<file path="src/rtl/snoop_bus_arbiter.sv">
// Round-robin owner of the shared L1-D snoop bus between ooo_d and ppl_d caches.
// Optional macro SNOOP_TIMEOUT_EN adds a forced timeout response (code 11) after TIMEOUT_CYCLES.
module snoop_bus_arbiter #(
  parameter int ADDR_WIDTH     = 32,
  parameter int DATA_WIDTH     = 256,
  parameter int TIMEOUT_CYCLES = 16
) (
  input  logic                  clk,
  input  logic                  rst,
  input  logic                  ooo_d_bus_query,
  input  logic [ADDR_WIDTH-1:0] ooo_d_address,
  input  logic [1:0]            ooo_d_command,
  input  logic [DATA_WIDTH-1:0] ooo_d_data,
  input  logic                  ppl_d_bus_query,
  input  logic [ADDR_WIDTH-1:0] ppl_d_address,
  input  logic [1:0]            ppl_d_command,
  input  logic [DATA_WIDTH-1:0] ppl_d_data,
  output logic                  ooo_d_grant,
  output logic                  ppl_d_grant,
  output logic                  snoop_valid,
  output logic                  snoop_target,
  output logic [ADDR_WIDTH-1:0] snoop_address,
  output logic [1:0]            snoop_command,
  output logic [DATA_WIDTH-1:0] snoop_data,
  input  logic                  snoop_resp_valid,
  input  logic                  snoop_resp_hit,
  input  logic [DATA_WIDTH-1:0] snoop_resp_data,
  output logic [1:0]            ooo_d_resp,
  output logic [1:0]            ppl_d_resp,
  output logic [DATA_WIDTH-1:0] resp_data,
  output logic                  bus_ready
);

  typedef enum logic [1:0] {S_IDLE, S_CMD, S_WAIT, S_RESP} state_t;

  localparam logic [1:0] CMD_FLUSH = 2'b11;
  localparam logic [1:0] RSP_HIT   = 2'b01;
  localparam logic [1:0] RSP_MISS  = 2'b10;
  localparam logic [1:0] RSP_TMO   = 2'b11;

  state_t                state, state_n;
  logic                  owner;       // 0 = ooo_d, 1 = ppl_d
  logic                  last_grant;
  logic [ADDR_WIDTH-1:0] addr_q;
  logic [1:0]            cmd_q;
  logic [DATA_WIDTH-1:0] data_q;
  logic [1:0]            rsp_code;
  logic [DATA_WIDTH-1:0] rsp_data;
  logic                  any_query, win, wait_ph, tmo;

  assign any_query = ooo_d_bus_query | ppl_d_bus_query;
  // Tie goes to whoever did not win last time; a lone query always wins.
  assign win       = (ooo_d_bus_query & ppl_d_bus_query) ? ~last_grant : ppl_d_bus_query;
  assign wait_ph   = (state == S_CMD) || (state == S_WAIT);

`ifdef SNOOP_TIMEOUT_EN
  localparam int CW = $clog2(TIMEOUT_CYCLES + 1);
  logic [CW-1:0] tmo_cnt;

  always_ff @(posedge clk or negedge rst) begin
    if (!rst)                 tmo_cnt <= '0;
    else if (state == S_IDLE) tmo_cnt <= '0;
    else if (wait_ph)         tmo_cnt <= tmo_cnt + CW'(1);
  end

  // Fires in the cycle the count would reach TIMEOUT_CYCLES, so RESP lands exactly
  // TIMEOUT_CYCLES cycles after CMD entry.
  assign tmo = wait_ph && (tmo_cnt == CW'(TIMEOUT_CYCLES - 1));
`else
  assign tmo = 1'b0;
`endif

  always_comb begin
    state_n = state;
    unique case (state)
      S_IDLE: if (any_query) state_n = S_CMD;
      S_CMD:  state_n = (snoop_resp_valid || tmo) ? S_RESP : S_WAIT;
      S_WAIT: if (snoop_resp_valid || tmo) state_n = S_RESP;
      S_RESP: state_n = S_IDLE;
      default: state_n = S_IDLE;
    endcase
  end

  always_ff @(posedge clk or negedge rst) begin
    if (!rst) begin
      state      <= S_IDLE;
      owner      <= 1'b0;
      last_grant <= 1'b1;
      addr_q     <= '0;
      cmd_q      <= '0;
      data_q     <= '0;
      rsp_code   <= '0;
      rsp_data   <= '0;
    end else begin
      state <= state_n;
      if (state == S_IDLE && any_query) begin
        owner      <= win;
        last_grant <= win;
        addr_q     <= win ? ppl_d_address : ooo_d_address;
        cmd_q      <= win ? ppl_d_command : ooo_d_command;
        if (win) data_q <= (ppl_d_command == CMD_FLUSH) ? ppl_d_data : '0;
        else     data_q <= (ooo_d_command == CMD_FLUSH) ? ooo_d_data : '0;
      end
      // A real response beats a timeout in the same cycle.
      if (wait_ph && snoop_resp_valid) begin
        rsp_code <= snoop_resp_hit ? RSP_HIT : RSP_MISS;
        rsp_data <= (snoop_resp_hit && !cmd_q[1]) ? snoop_resp_data : '0;
      end else if (tmo) begin
        rsp_code <= RSP_TMO;
        rsp_data <= '0;
      end
    end
  end

  assign bus_ready     = (state == S_IDLE);
  assign ooo_d_grant   = !bus_ready && !owner;
  assign ppl_d_grant   = !bus_ready && owner;
  assign snoop_valid   = (state == S_CMD);
  assign snoop_target  = !bus_ready && !owner;
  assign snoop_address = addr_q;
  assign snoop_command = cmd_q;
  assign snoop_data    = data_q;
  assign ooo_d_resp    = (state == S_RESP && !owner) ? rsp_code : 2'b00;
  assign ppl_d_resp    = (state == S_RESP && owner)  ? rsp_code : 2'b00;
  assign resp_data     = (state == S_RESP) ? rsp_data : '0;

endmodule

</file>
<file path="config.mk">
export PLATFORM = sky130hd
export DESIGN_NAME = snoop_bus_arbiter
export DESIGN_NICKNAME = d
export VERILOG_FILES = /design/src/rtl/snoop_bus_arbiter.sv
export SDC_FILE = /design/constraint.sdc
export NUM_CORES = 1
export LEC_CHECK = 0
export CAP_MARGIN = 40
export CORE_AREA = 2 2 545 547
export CTS_BUF_LIST = sky130_fd_sc_hd__clkbuf_4 sky130_fd_sc_hd__clkbuf_8 sky130_fd_sc_hd__clkbuf_16
export CTS_CLUSTER_DIAMETER = 120
export DETAILED_ROUTE_END_ITERATION = 10
export DIE_AREA = 0 0 547 549
export PLACE_DENSITY_LB_ADDON = 0.3
export SETUP_SLACK_MARGIN = 0.15
export SLEW_MARGIN = 5
export SYNTH_ARGS = -nofsm -noshare
export SYNTH_HDL_FRONTEND = slang
export SYNTH_SLANG_ARGS = --single-unit
</file>
<file path="constraint.sdc">
create_clock -name clk -period 4 [get_ports clk]
set_clock_uncertainty 0.2 [all_clocks]
set_input_delay 1 -clock clk [delete_from_list [all_inputs] [get_ports clk]]
set_output_delay 1 -clock clk [all_outputs]
set_load 0.05 [all_outputs]
</file>
Word-level counts from Yosys, hierarchy flattened
Cells that the tools add are included.
{"block": "totals", "ff_bits": 552, "inputBits": 842, "out_inout_bits": 555, "word_cells": 46}
{"block": "op_classes", "eq_ne": 7, "n_mux": 15, "n_bitwise": 3, "reduce_logical": 13}
{"operator": "$mux W256", "count": 5}
{"operator": "$mux W32", "count": 1}
{"operator": "$mux W2", "count": 6}
{"operator": "$eq A2 B2 Y1 const B", "count": 4}
{"operator": "$pmux W2 S4", "count": 1}
{"operator": "$logic_and A1 B1 Y1", "count": 7}
{"operator": "$logic_not A1 Y1", "count": 3}
{"operator": "$eq A2 B1 Y1 const B", "count": 1}
{"operator": "$logic_not A2 Y1", "count": 1}
{"operator": "$mux W1", "count": 2}
{"operator": "$ne A2 B1 Y1 const B", "count": 1}
{"operator": "$ne A2 B2 Y1 const B", "count": 1}
{"operator": "$reduce_and A2 Y1", "count": 1}
{"operator": "$and A1 B1 Y1", "count": 1}
{"operator": "$logic_or A1 B1 Y1", "count": 1}
{"operator": "$not A1 Y1", "count": 1}
{"operator": "$or A1 B1 Y1", "count": 1}

Logic depth before layout (Yosys ltp)
{"block": "logic_depth", "word_depth": 3, "ltp_mapped": 9, "depth_no_buf": 5}

Worst setup path after synthesis
No wires, ideal clock.
{"block": "synth_timing", "path_type": "reg-to-output", "start": "reg state[0]", "end": "out snoop_target", "t_arrival_ns": 2.103, "required_time_ns": 2.800, "path_slack_ns": 0.697, "path_stages_with_launch": 6, "path_buffers": 2, "path_cell_list": "dfrtp_1 > inv_1 > ha_1 > buf_2 > nor2_1 > buf_4"}
{"block": "synth_between", "elab_chain_len": 3}
{"item": "start, declared", "line_no": "41", "text": "state_t state, state_n;"}
{"item": "start signal, assigned", "line_no": "95", "text": "state <= state_n;"}
{"item": "$logic_not A2 Y1", "line_no": "115", "text": "assign bus_ready = (state == S_IDLE);"}
{"item": "named net bus_ready", "line_no": "31", "text": "output logic bus_ready"}
{"item": "$logic_not A1 Y1"}
{"item": "$logic_and A1 B1 Y1"}
{"item": "end, declared", "line_no": "21", "text": "output logic snoop_target,"}
The timed path passes the listed nets, and every way through them passes these cells.

Worst setup path in the final report
{"block": "layout_timing", "start": "reg state[0]", "end": "out snoop_target"}
{"block": "layout_between", "elab_chain_len": 3}
{"item": "$logic_not A2 Y1", "line_no": "115"}
{"item": "$logic_not A1 Y1", "line_no": "119", "text": "assign snoop_target = !bus_ready && !owner;"}
{"item": "$logic_and A1 B1 Y1", "line_no": "119"}
No other way between the ends.

==> impl_metrics.yaml <==
run_status:
  status: "completed"
die:
  die-area_um2: 300000
  floorplan.die.height_um: 549
  core-area_um2: 295000
  initial_core_util_pct: 8.47
  die_x_um: 547
  pin_count: 1397
  rows: 200
sta:
  setup_viol: 0
  fin_crit_sh_pct: 94.3
  drv_slew: 0
  relSlewSlack_pct: 34.9
  rsz0062_at_grt: "true"
  fmax_ghz: 0.265
  fin_crit_ns: 3.77
  fin_tns_setup_ns: 0
  worst_slew_pin_slew_ns: 0.973
  finalHoldViolations: 0
drt:
  postRouteAntennaNets: 0
  wl_um: 207000
  firstDrtPassIters: 5
  wl_per_cell_um: 26.2
  drtIter0Drc: 1736
  vias_per_cell: 3.40
  dr_total_vias: 26883
  drc_errors: 0
logic_synthesis:
  synth-async-reset-ratio_pct: 100
  ys_top_cells_by_area: "dfrtp_1 55%, nand3_1 10%, a22o_1 9.0%"
  synth_nets: 3381
  synth-simple-area-share_pct: 22.4
  synthCells: 2534
  yosysWarnings: 0
  synth_cell_type_count: 28
  synth_area_um2: 25000
  synth_compound_area_share_pct: 16.5
  synth_top_family_by_area: "simple AND/OR/NAND/NOR gates"
  synth_top_area_cell: "dfrtp_1"
  synth_edf_count: 0
  synth_flop_cell: "dfrtp_1"
  ys_seq_area_share_pct: 55.3
  avgSynthCellArea_um2: 9.86
  synth_adder_area_share_pct: 0.250
  ys_ff_latch: 552
  synth_mux_area_share_pct: 0.0901
  synth_top_area_share_pct: 55.2
  synth_xor_area_share_pct: 0
finish:
  syn2layout_area_growth_pct: 90.1
  regArea_um2: 13800
  drive_gt1_share_pct: 14.7
  multi_input_area_um2: 9880
  nFillCells: 33055
  nets: 4749
run:
  cap_violations: 0
power:
  vdd_drop_max_mv: 0.527
  power_mw: 41.2
  power_density_nw_per_um2: 868
  power_leakage_nw: 18.8
setup_path:
  end_kind: "output pin"
  critPathBufInv: 2
  start_kind: "register"
  slowest_delay_ns: 0.62
  required_ns: 2.80
  crit_path_max_fanout: 5
  cp_top_family: "buffers and inverters"
  path_class: "register to output pin"
  cp.arrival_ns: 2.57
  cpMaxStageDelayCell: "dlygate4sd2_1"
  crit_chain: "inv_1 > ha_1 > nor2_1 > dlygate4sd2_1"
clock_network:
  cts_root_buf: "clkbuf_16"
  cts_inserted_buffers: 82
  cts.path.max_buffers: 4
  clock-sinks: 552
  cts_tree: "yes"
  worstSkewPairLatency_ns: 0.77
  htreeDepth: 3
  clk_pin_slew_ns: 0.05
grt:
  first_global_vias: 27744
  antenna_found_initial: 57
  grt_pass1_wl_um: 270000
  grt_max_degree: 124
  grt_usage_pct: 13.2
  gr-total-overflow: 0
hold_path:
  hp-class: "input pin to async pin"
place:
  gp_congestion: 0.888
  dp.final_hpwl_um: 173000
  portBuffers: 1396
worst reg2reg max path: cells and delay by family (launching register included):
family                     cells  cell delay, ns
AOI/OAI and AO/OA              2            0.73
adders and majority gates      1            0.29
buffers and inverters          3            1.01
DFF                            1            0.42
and+or+nand+nor                1            0.08
cell usage after synthesis, drive strengths merged, types with 2 or more instances:
master  count
mux2        2
nor2      294
o21ai       2
a31oi     291
ha          5
and2      258
a21oi       2
inv         3
nand3     512
and3        4
a22o      256
buf       203
nand2      71
clkbuf     71
dfrtp     551
where the power goes:
part,switching (mW),internal (mW),total (mW)
clock,3.00,4.63,7.63
sequential,2.07,8.44,10.5
combinational,15.7,7.41,23.1
total,20.7,20.5,41.2
metal layers:
layer / up-vias / part of all wire [%] / global-route usage (%)
li1: 11880 / - / -
met2: 1296 / 46 / 21.6
met1: 13475 / 39 / 15.1
met4: 16 / 1.9 / 2.30
met5: - / 0.050 / 0
met3: 216 / 13 / 7.55
final timing paths:
| path | startpoint | to | slack (ns) | cells after the start |
|---|---|---|---|---|
| setup / recovery | state[0] | snoop_target | 0.23 | 4 |
| hold / removal | rst | rsp_data[102] | 0.04 | 1 |
| setup reg to reg | state[0] | snoop_data[102] | 1.17 | 7 |
| hold reg to reg | rsp_data[60] | rsp_data[60] | 0.29 | 1 |
| max in group asynchronous | rst | snoop_data[13] | 2.53 | 2 |
| min in group clk | rsp_data[60] | rsp_data[60] | 0.29 | 1 |
state kept, by name, summed over array words and instances (netlist names):
| signal | flops |
|---|---|
| rsp_code | 2 |
| state | 2 |
| snoop_data | 256 |
| owner | 1 |
| rsp_data | 256 |
| snoop_address | 32 |
| last_grant | 1 |
| snoop_command | 2 |
stage by stage:
| step | util, % | hold slack [ns] | setup slack [ns] | instance area, µm² | std cells |
|---|---|---|---|---|---|
| 6_report | 16.1 | 0.0421 | 0.229 | 47500 | 7912 |
| 4_1_cts | 16.1 | 0.00369 | 0.0854 | 47400 | 7892 |
| 3_3_place_gp | 15.0 | 0.279 | 0.604 | 44200 | 7715 |
| 5_1_grt | 16.1 | 0.0228 | 0.147 | 47500 | 7904 |
| 2_1_floorplan | - | 0.258 | 0.697 | 25000 | 2534 |
| 3_5_place_dp | 15.1 | 0.283 | 0.567 | 44500 | 7738 |
layout by cell type, fill, tap and decap left out, types with 70 or more instances in the layout:
| master | n |
|---|---|
| a22o_1 | 256 |
| and2_1 | 250 |
| nand3_1 | 512 |
| a31oi_1 | 291 |
| nor2_1 | 294 |
| clkbuf_16 | 82 |
| nand2_1 | 70 |
| buf_4 | 251 |
| dfrtp_1 | 549 |
| buf_12 | 96 |
| clkdlybuf4s50_1 | 1060 |
final cells by class:
type                            count  area share, %
Tap cell                         3939           10.4
Antenna cell                       11         0.0579
Sequential cell                   552           29.1
Clock inverter                     32          0.890
Inverter                            3         0.0237
Timing Repair Buffer             1558           33.8
Clock buffer                      112           4.93
Multi-Input combinational cell   1705           20.8
kinds of logic after synthesis:
kind of cell | after synthesis
buf+inv | 277
fa+ha+maj | 5
simple gates | 1141
flops | 552
compound gates | 557
mux | 2
what timing repair did:
action                                  CTS  global route
cloned                                    4             0
setup buffers                             6             1
resized for setup                       177            24
hold buffers                              0             0
pin swaps                                 1             0
endpoints found under the setup margin  183            41
(Power assumes the default switching activity.)
